File: src/rtl/mips_selfcheck_sequencer.sv
// Vector-table replay sequencer for the single-cycle mips core: issues one instruction per
// vector, models data memory on readdata, checks one selected core output per vector.
module mips_selfcheck_sequencer #(
  parameter int DEPTH        = 16,
  parameter int DMEM_AW      = 6,
  parameter int RST_CYCLES   = 2,
  parameter int STOP_ON_FAIL = 0,
  localparam int CW = $clog2(DEPTH + 1),
  localparam int IW = (DEPTH > 1) ? $clog2(DEPTH) : 1,
  localparam int AW = (IW > DMEM_AW) ? IW : DMEM_AW
) (
  input  logic          clk,
  input  logic          reset,
  input  logic          start,
  input  logic [CW-1:0] num_vec,
  input  logic          ld_we,
  input  logic          ld_dmem,
  input  logic [AW-1:0] ld_addr,
  input  logic [31:0]   ld_data,
  input  logic [31:0]   ld_expect,
  input  logic [1:0]    ld_sel,
  output logic          dut_reset,
  output logic [31:0]   instr,
  input  logic [31:0]   pc,
  input  logic          memwrite,
  input  logic [31:0]   aluout,
  input  logic [31:0]   writedata,
  output logic [31:0]   readdata,
  output logic          busy,
  output logic          done,
  output logic          pass,
  output logic [CW-1:0] pass_count,
  output logic [CW-1:0] fail_count,
  output logic [IW-1:0] first_fail
);

  localparam int RW = (RST_CYCLES > 1) ? $clog2(RST_CYCLES) : 1;
  localparam logic [31:0] DEPTH_U = 32'(DEPTH);

  typedef enum logic [2:0] {
    S_IDLE  = 3'd0,
    S_RST   = 3'd1,
    S_ISSUE = 3'd2,
    S_CHECK = 3'd3,
    S_DONE  = 3'd4
  } state_e;

  state_e        state_r, state_n;
  logic [IW-1:0] idx_r, idx_n;
  logic [RW-1:0] rcnt_r, rcnt_n;
  logic [CW-1:0] nvec_r, nvec_n;
  logic [CW-1:0] pcnt_r, pcnt_n;
  logic [CW-1:0] fcnt_r, fcnt_n;
  logic [IW-1:0] ff_r, ff_n;
  logic          done_r, done_n;
  logic          pass_r, pass_n;
  logic          busy_r, busy_n;
  logic          dut_reset_r, dut_reset_n;
  logic [31:0]   instr_r, instr_n;
  logic [31:0]   cap_alu_r;
  logic [31:0]   cap_wd_r;
  logic          match_s;
  logic          last_s;

  logic [31:0] tbl_instr_r  [DEPTH];
  logic [31:0] tbl_expect_r [DEPTH];
  logic [1:0]  tbl_sel_r    [DEPTH];
  logic [31:0] dmem_r       [2**DMEM_AW];

  logic               tbl_we_s;
  logic               dm_ld_we_s;
  logic               core_we_s;
  logic               in_range_s;
  logic [DMEM_AW-1:0] dm_idx_s;
  logic [CW-1:0]      nvec_clamp_s;
  logic               unused_ok_s;

  // Core addresses are word aligned; the byte-offset bits carry no information here.
  assign unused_ok_s  = &{1'b0, aluout[1:0]};
  assign in_range_s   = (aluout[31:DMEM_AW+2] == {(30-DMEM_AW){1'b0}});
  assign dm_idx_s     = aluout[DMEM_AW+1:2];
  assign readdata     = in_range_s ? dmem_r[dm_idx_s] : 32'd0;
  assign tbl_we_s     = ld_we && !busy_r && !ld_dmem && (32'(ld_addr) < DEPTH_U);
  assign dm_ld_we_s   = ld_we && !busy_r && ld_dmem;
  assign core_we_s    = (state_r == S_ISSUE) && memwrite && in_range_s;
  assign nvec_clamp_s = (32'(num_vec) > DEPTH_U) ? CW'(DEPTH) : num_vec;
  assign last_s       = ((CW'(idx_r) + CW'(1'b1)) == nvec_r);

  assign dut_reset  = dut_reset_r;
  assign instr      = instr_r;
  assign busy       = busy_r;
  assign done       = done_r;
  assign pass       = pass_r;
  assign pass_count = pcnt_r;
  assign fail_count = fcnt_r;
  assign first_fail = ff_r;

  // Vector table write port (contents survive reset)
  always_ff @(posedge clk) begin
    if (tbl_we_s) begin
      tbl_instr_r[ld_addr[IW-1:0]]  <= ld_data;
      tbl_expect_r[ld_addr[IW-1:0]] <= ld_expect;
      tbl_sel_r[ld_addr[IW-1:0]]    <= ld_sel;
    end
  end

  // Data memory: core stores during a run, loader writes while idle
  always_ff @(posedge clk) begin
    if (core_we_s) begin
      dmem_r[dm_idx_s] <= writedata;
    end else if (dm_ld_we_s) begin
      dmem_r[ld_addr[DMEM_AW-1:0]] <= ld_data;
    end
  end

  // Compare the selected field; aluout/writedata come from the ISSUE-cycle capture
  always_comb begin
    match_s = 1'b1;
    case (tbl_sel_r[idx_r])
      2'd0:    match_s = 1'b1;
      2'd1:    match_s = (cap_alu_r == tbl_expect_r[idx_r]);
      2'd2:    match_s = (cap_wd_r == tbl_expect_r[idx_r]);
      2'd3:    match_s = (pc == tbl_expect_r[idx_r]);
      default: match_s = 1'b1;
    endcase
  end

  // Next-state, result updates and next-cycle output values
  always_comb begin
    state_n = state_r;
    idx_n   = idx_r;
    rcnt_n  = rcnt_r;
    nvec_n  = nvec_r;
    pcnt_n  = pcnt_r;
    fcnt_n  = fcnt_r;
    ff_n    = ff_r;
    done_n  = done_r;
    pass_n  = pass_r;
    case (state_r)
      S_IDLE, S_DONE: begin
        if (start) begin
          state_n = S_RST;
          idx_n   = {IW{1'b0}};
          rcnt_n  = {RW{1'b0}};
          nvec_n  = nvec_clamp_s;
          pcnt_n  = {CW{1'b0}};
          fcnt_n  = {CW{1'b0}};
          ff_n    = {IW{1'b0}};
          done_n  = 1'b0;
          pass_n  = 1'b0;
        end else begin
          state_n = state_r;
        end
      end
      S_RST: begin
        if (rcnt_r == RW'(RST_CYCLES - 1)) begin
          if (nvec_r == {CW{1'b0}}) begin
            state_n = S_DONE;
            done_n  = 1'b1;
            pass_n  = 1'b1;
          end else begin
            state_n = S_ISSUE;
          end
        end else begin
          rcnt_n = rcnt_r + RW'(1'b1);
        end
      end
      S_ISSUE: state_n = S_CHECK;
      S_CHECK: begin
        if (match_s) begin
          pcnt_n = pcnt_r + CW'(1'b1);
        end else begin
          fcnt_n = fcnt_r + CW'(1'b1);
          if (fcnt_r == {CW{1'b0}}) begin
            ff_n = idx_r;
          end else begin
            ff_n = ff_r;
          end
        end
        if (last_s || (!match_s && (STOP_ON_FAIL != 0))) begin
          state_n = S_DONE;
          done_n  = 1'b1;
          pass_n  = (fcnt_n == {CW{1'b0}});
        end else begin
          state_n = S_ISSUE;
          idx_n   = idx_r + IW'(1'b1);
        end
      end
      default: state_n = S_IDLE;
    endcase

    busy_n      = (state_n == S_RST) || (state_n == S_ISSUE) || (state_n == S_CHECK);
    dut_reset_n = !((state_n == S_ISSUE) || (state_n == S_CHECK));
    if (state_n == S_ISSUE) begin
      instr_n = tbl_instr_r[idx_n];
    end else begin
      instr_n = 32'd0;
    end
  end

  // State, result and output registers
  always_ff @(posedge clk) begin
    if (reset) begin
      state_r     <= S_IDLE;
      idx_r       <= {IW{1'b0}};
      rcnt_r      <= {RW{1'b0}};
      nvec_r      <= {CW{1'b0}};
      pcnt_r      <= {CW{1'b0}};
      fcnt_r      <= {CW{1'b0}};
      ff_r        <= {IW{1'b0}};
      done_r      <= 1'b0;
      pass_r      <= 1'b0;
      busy_r      <= 1'b0;
      dut_reset_r <= 1'b1;
      instr_r     <= 32'd0;
      cap_alu_r   <= 32'd0;
      cap_wd_r    <= 32'd0;
    end else begin
      state_r     <= state_n;
      idx_r       <= idx_n;
      rcnt_r      <= rcnt_n;
      nvec_r      <= nvec_n;
      pcnt_r      <= pcnt_n;
      fcnt_r      <= fcnt_n;
      ff_r        <= ff_n;
      done_r      <= done_n;
      pass_r      <= pass_n;
      busy_r      <= busy_n;
      dut_reset_r <= dut_reset_n;
      instr_r     <= instr_n;
      if (state_r == S_ISSUE) begin
        cap_alu_r <= aluout;
        cap_wd_r  <= writedata;
      end
    end
  end

endmodule

File: config.mk
export PLATFORM = sky130hd
export DESIGN_NAME = mips_selfcheck_sequencer
export DESIGN_NICKNAME = d
export VERILOG_FILES = /design/src/rtl/mips_selfcheck_sequencer.sv
export SDC_FILE = /design/constraint.sdc
export NUM_CORES = 2
export LEC_CHECK = 0
export ABC_AREA = 1
export CAP_MARGIN = 20
export CELL_PAD_IN_SITES_DETAIL_PLACEMENT = 0
export CELL_PAD_IN_SITES_GLOBAL_PLACEMENT = 1
export CORE_MARGIN = 2
export CORE_UTILIZATION = 46
export CTS_CLUSTER_SIZE = 16
export DETAILED_ROUTE_END_ITERATION = 8
export PLACE_DENSITY_LB_ADDON = 0.15
export RECOVER_POWER = 50
export SYNTH_ARGS = -nofsm -noshare
export SYNTH_HDL_FRONTEND = slang
export SYNTH_SLANG_ARGS = --single-unit
File: constraint.sdc
create_clock -name clk -period 5 [get_ports clk]
set_clock_uncertainty 0.15 [all_clocks]
set_input_delay 0.75 -clock clk [delete_from_list [all_inputs] [get_ports clk]]
set_output_delay 0.75 -clock clk [all_outputs]
set_load 0.01 [all_outputs]
==> impl_metrics.yaml <==
status:
  status: "finished, violations left"
  violations: "max-capacitance violations, max-slew violations"
global_routing:
  grt_pass1_vias: 81567
  grt_max_degree: 115
  grtUsageMet1_pct: 40.23
  met3_usage_pct: 3.803
  gr-total-overflow: 0
  grt_pass1_wl_mm: 572.2
  grt.total_usage_pct: 27.71
  antenna_found_initial: 44
  top_usage_layer: "met2"
  grt_use_met2_pct: 43.99
synthesis:
  yosysWarnings: 0
  synth-async-reset-ratio_pct: 0
  ys_ff_latch: 3231
  synth_top_area_share_pct: 73.11
  synthTopCellsByArea: "edfxtp_1 73%, o21ai_0 5.6%, nor2_1 4.7%"
  syn_nets: 10180
  synth_ff_type: "edfxtp_1"
  syn_inst: 9997
  synth.distinct_cells: 53
  synth_area_per_cell_um2: 12.75
  synth_edf_count: 3104
  synth_seq_area_share_pct: 75.10
  synth.largest_area_cell: "edfxtp_1"
  synth_area_um2: 127500
sta:
  fin_crit_sh_pct: 99.21
  grt_setup_unrepaired: "no"
  worst_pin_slew_ns: 2.365
  setup_tns_ns: 0
  slew_headroom_pct: -57.68
  hold_viol_final: 0
  max_freq_ghz: 0.2016
  period_needed_ns: 4.961
  drv_slew: 328
  setup_viol: 0
  finalWorstSetupSlack_ns: 0.03933
routing:
  wl_per_cell_um: 27.38
  postRouteAntennaNets: 0
  dr.pass1.iters: 7
  vias: 85732
  drcViolationCount: 0
  vias_per_cell: 5.917
  routed_wl_mm: 396.7
  dr.first_iter.drc_count: 10115
critical_path:
  crit_type: "input port to primary output"
  r2r-end: "tbl_expect_r[5][14]"
  worstPathRequired_ns: 4.10
  arrival_ns: 4.06
  cp_top_family: "buffers and inverters"
  slowest_stage: "a211oi_2"
  cp_max_fo: 56
  cp_common_cell: "buf_4"
  start_kind: "input port"
  crit_path_max_incr_delay_ns: 0.73
  worstRegToRegCells: 8
  worst_setup_path_end_kind: "primary output"
  reg2reg_setup_slack_ns: 0.21
  timing.rr.start: "busy"
  path_buf_inv: 7
  worstPathCellList: "buf_8 -> clkinv_8 -> buf_12 -> buf_4 -> o21ai_0 -> o22ai_1 -> nand2_1 -> a31oi_1 -> buf_4 -> a211oi_2 -> a311oi_1 -> buf_4 -> clkdlybuf4s50_1"
power:
  leakage_nw: 49.72
  peakVddDrop_uv: 249.5
  p_per_area_nw_per_um2: 388.7
floorplanning:
  ioPinCount: 261
  core_area_um2: 276000
  rows: 193
  dieArea_um2: 281400
  die_h_um: 530.5
  die-width_um: 530.5
  start_util_pct: 46.19
placement:
  place_ws_ns: -0.2903
  detailed_place_hpwl_mm: 235.6
  io_buffers: 260
  routabilityCongestion: 0.8468
clock_network:
  cts_buffer_depth: 4
  numCtsBuffers: 345
  path_clk_slew_ns: 0.06
  cts_root_buffer: "clkbuf_16"
  clock_sinks: 3231
  cts_tree: "built"
  h-tree-depth: 5
  clk_latency_ns: 0.92
layout:
  layout_common_cells: "3104 x edfxtp_1, 1513 x nor2_1, 1424 x o21ai_0"
  final_nets: 10673
  drive_above_1_share_pct: 10.79
  layout_commonest_cell: "edfxtp_1"
  n_fill_cell: 22736
  area_growth_pct: 17.78
hold_path:
  min_from: "num_vec[0]"
  hp-class: "input port to register"
  hold_depth: 3
  whs_endpoint: "nvec_r[0]"
job:
  cap_violations: 12
-- synth_stat cells (10+ instances only) --
cell         n
a311oi_1    36
buf_6       10
inv_2       11
o22ai_1    467
o211ai_1    42
dfxtp_1    127
buf_1       39
nand3_1    807
nand2_1   1120
mux2_2      32
inv_1      102
o221ai_1   183
a31oi_1     26
nor2_1    1581
a21oi_1     81
edfxtp_1  3104
a211oi_1    15
clkbuf_1   555
o21ai_0   1424
o21ai_1     10
nand4_1     41
buf_2      101
-- final cells by class --
type | instances | area (µm²) | area share [%]
Timing Repair Buffer | 857 | 9116 | 6.071
Sequential cell | 3231 | 95760 | 63.77
Antenna cell | 22 | 55.05 | 0.03666
Tap cell | 3705 | 4636 | 3.087
Inverter | 114 | 480.5 | 0.3200
Clock inverter | 189 | 1772 | 1.180
Clock buffer | 429 | 9211 | 6.134
Multi-Input combinational cell | 5941 | 29130 | 19.40
-- worst reg2reg max path, delay by kind of cell, from the launching register on --
family / cells / cell delay (ns)
buf+inv: 4 / 2.76
flops: 1 / 0.39
simple gates: 4 / 1.09
-- report_power, final --
part	internal (mW)	switching (mW)
clock	14.6	10.6
sequential	29.9	0.0338
combinational	0.843	2.40
total	45.4	13.0
-- flip-flops by register name (all words and copies together), names as in the netlist, 4 cells and up --
register	flops
dmem_r	2048
tbl_expect_r	512
first_fail	4
cap_wd_r	32
tbl_instr_r	512
tbl_sel_r	32
pass_count	5
fail_count	5
cap_alu_r	32
instr	32
nvec_r	5
idx_r	4
-- stage by stage --
step           area, µm²  power (mW)  hold WS (ns)  std cells  utilization (%)
3_5_place_dp      140200       33.84        0.3147      13848            50.80
3_3_place_gp      140200       33.80        0.3084      13848            50.80
4_1_cts           151300       58.79        0.2455      14466            54.81
2_1_floorplan     127500       32.00        0.3222       9997                -
6_report          150200       58.38        0.3103      14488            54.41
5_1_grt           150100       59.94        0.3193      14479            54.40
-- per-layer routing --
layer / wire (µm) / vias to the layer above
met5: 143 / -
met4: 9923 / 20
met3: 29860 / 568
met2: 185100 / 3505
met1: 171700 / 43541
li1: - / 38098
-- worst max-delay path by stage --
| stage | startpoint | to | slack, ns | cells past startpoint |
|---|---|---|---|---|
| 2_1_floorplan | ld_we | tbl_expect_r[12][0] | 0.04 | 6 |
| 3_3_place_gp | aluout[2] | readdata[9] | -0.74 | 12 |
| 3_5_place_dp | aluout[2] | readdata[9] | -0.29 | 12 |
| 4_1_cts | aluout[2] | readdata[22] | 0.0004 | 13 |
| 5_1_grt | aluout[11] | dmem_r[60][15] | 0.004 | 10 |
| 6_report | aluout[2] | readdata[2] | 0.04 | 13 |
-- timing repair --
action	4_1_cts	5_1_grt
resized for setup	10	6
hold buffers	0	0
setup endpoints to repair	9	12
setup buffers	0	0
-- logic make-up after synthesis --
family / Yosys count / share of synthesized area (%)
compound gates: 2312 / 10.40
fa+ha+maj: 4 / 0.03926
mux: 33 / 0.2905
simple gates: 3583 / 11.51
xor+xnor: 9 / 0.06183
flops: 3231 / 75.10
buf+inv: 825 / 2.603
No activity file was read; power rests on OpenSTA's default activity.
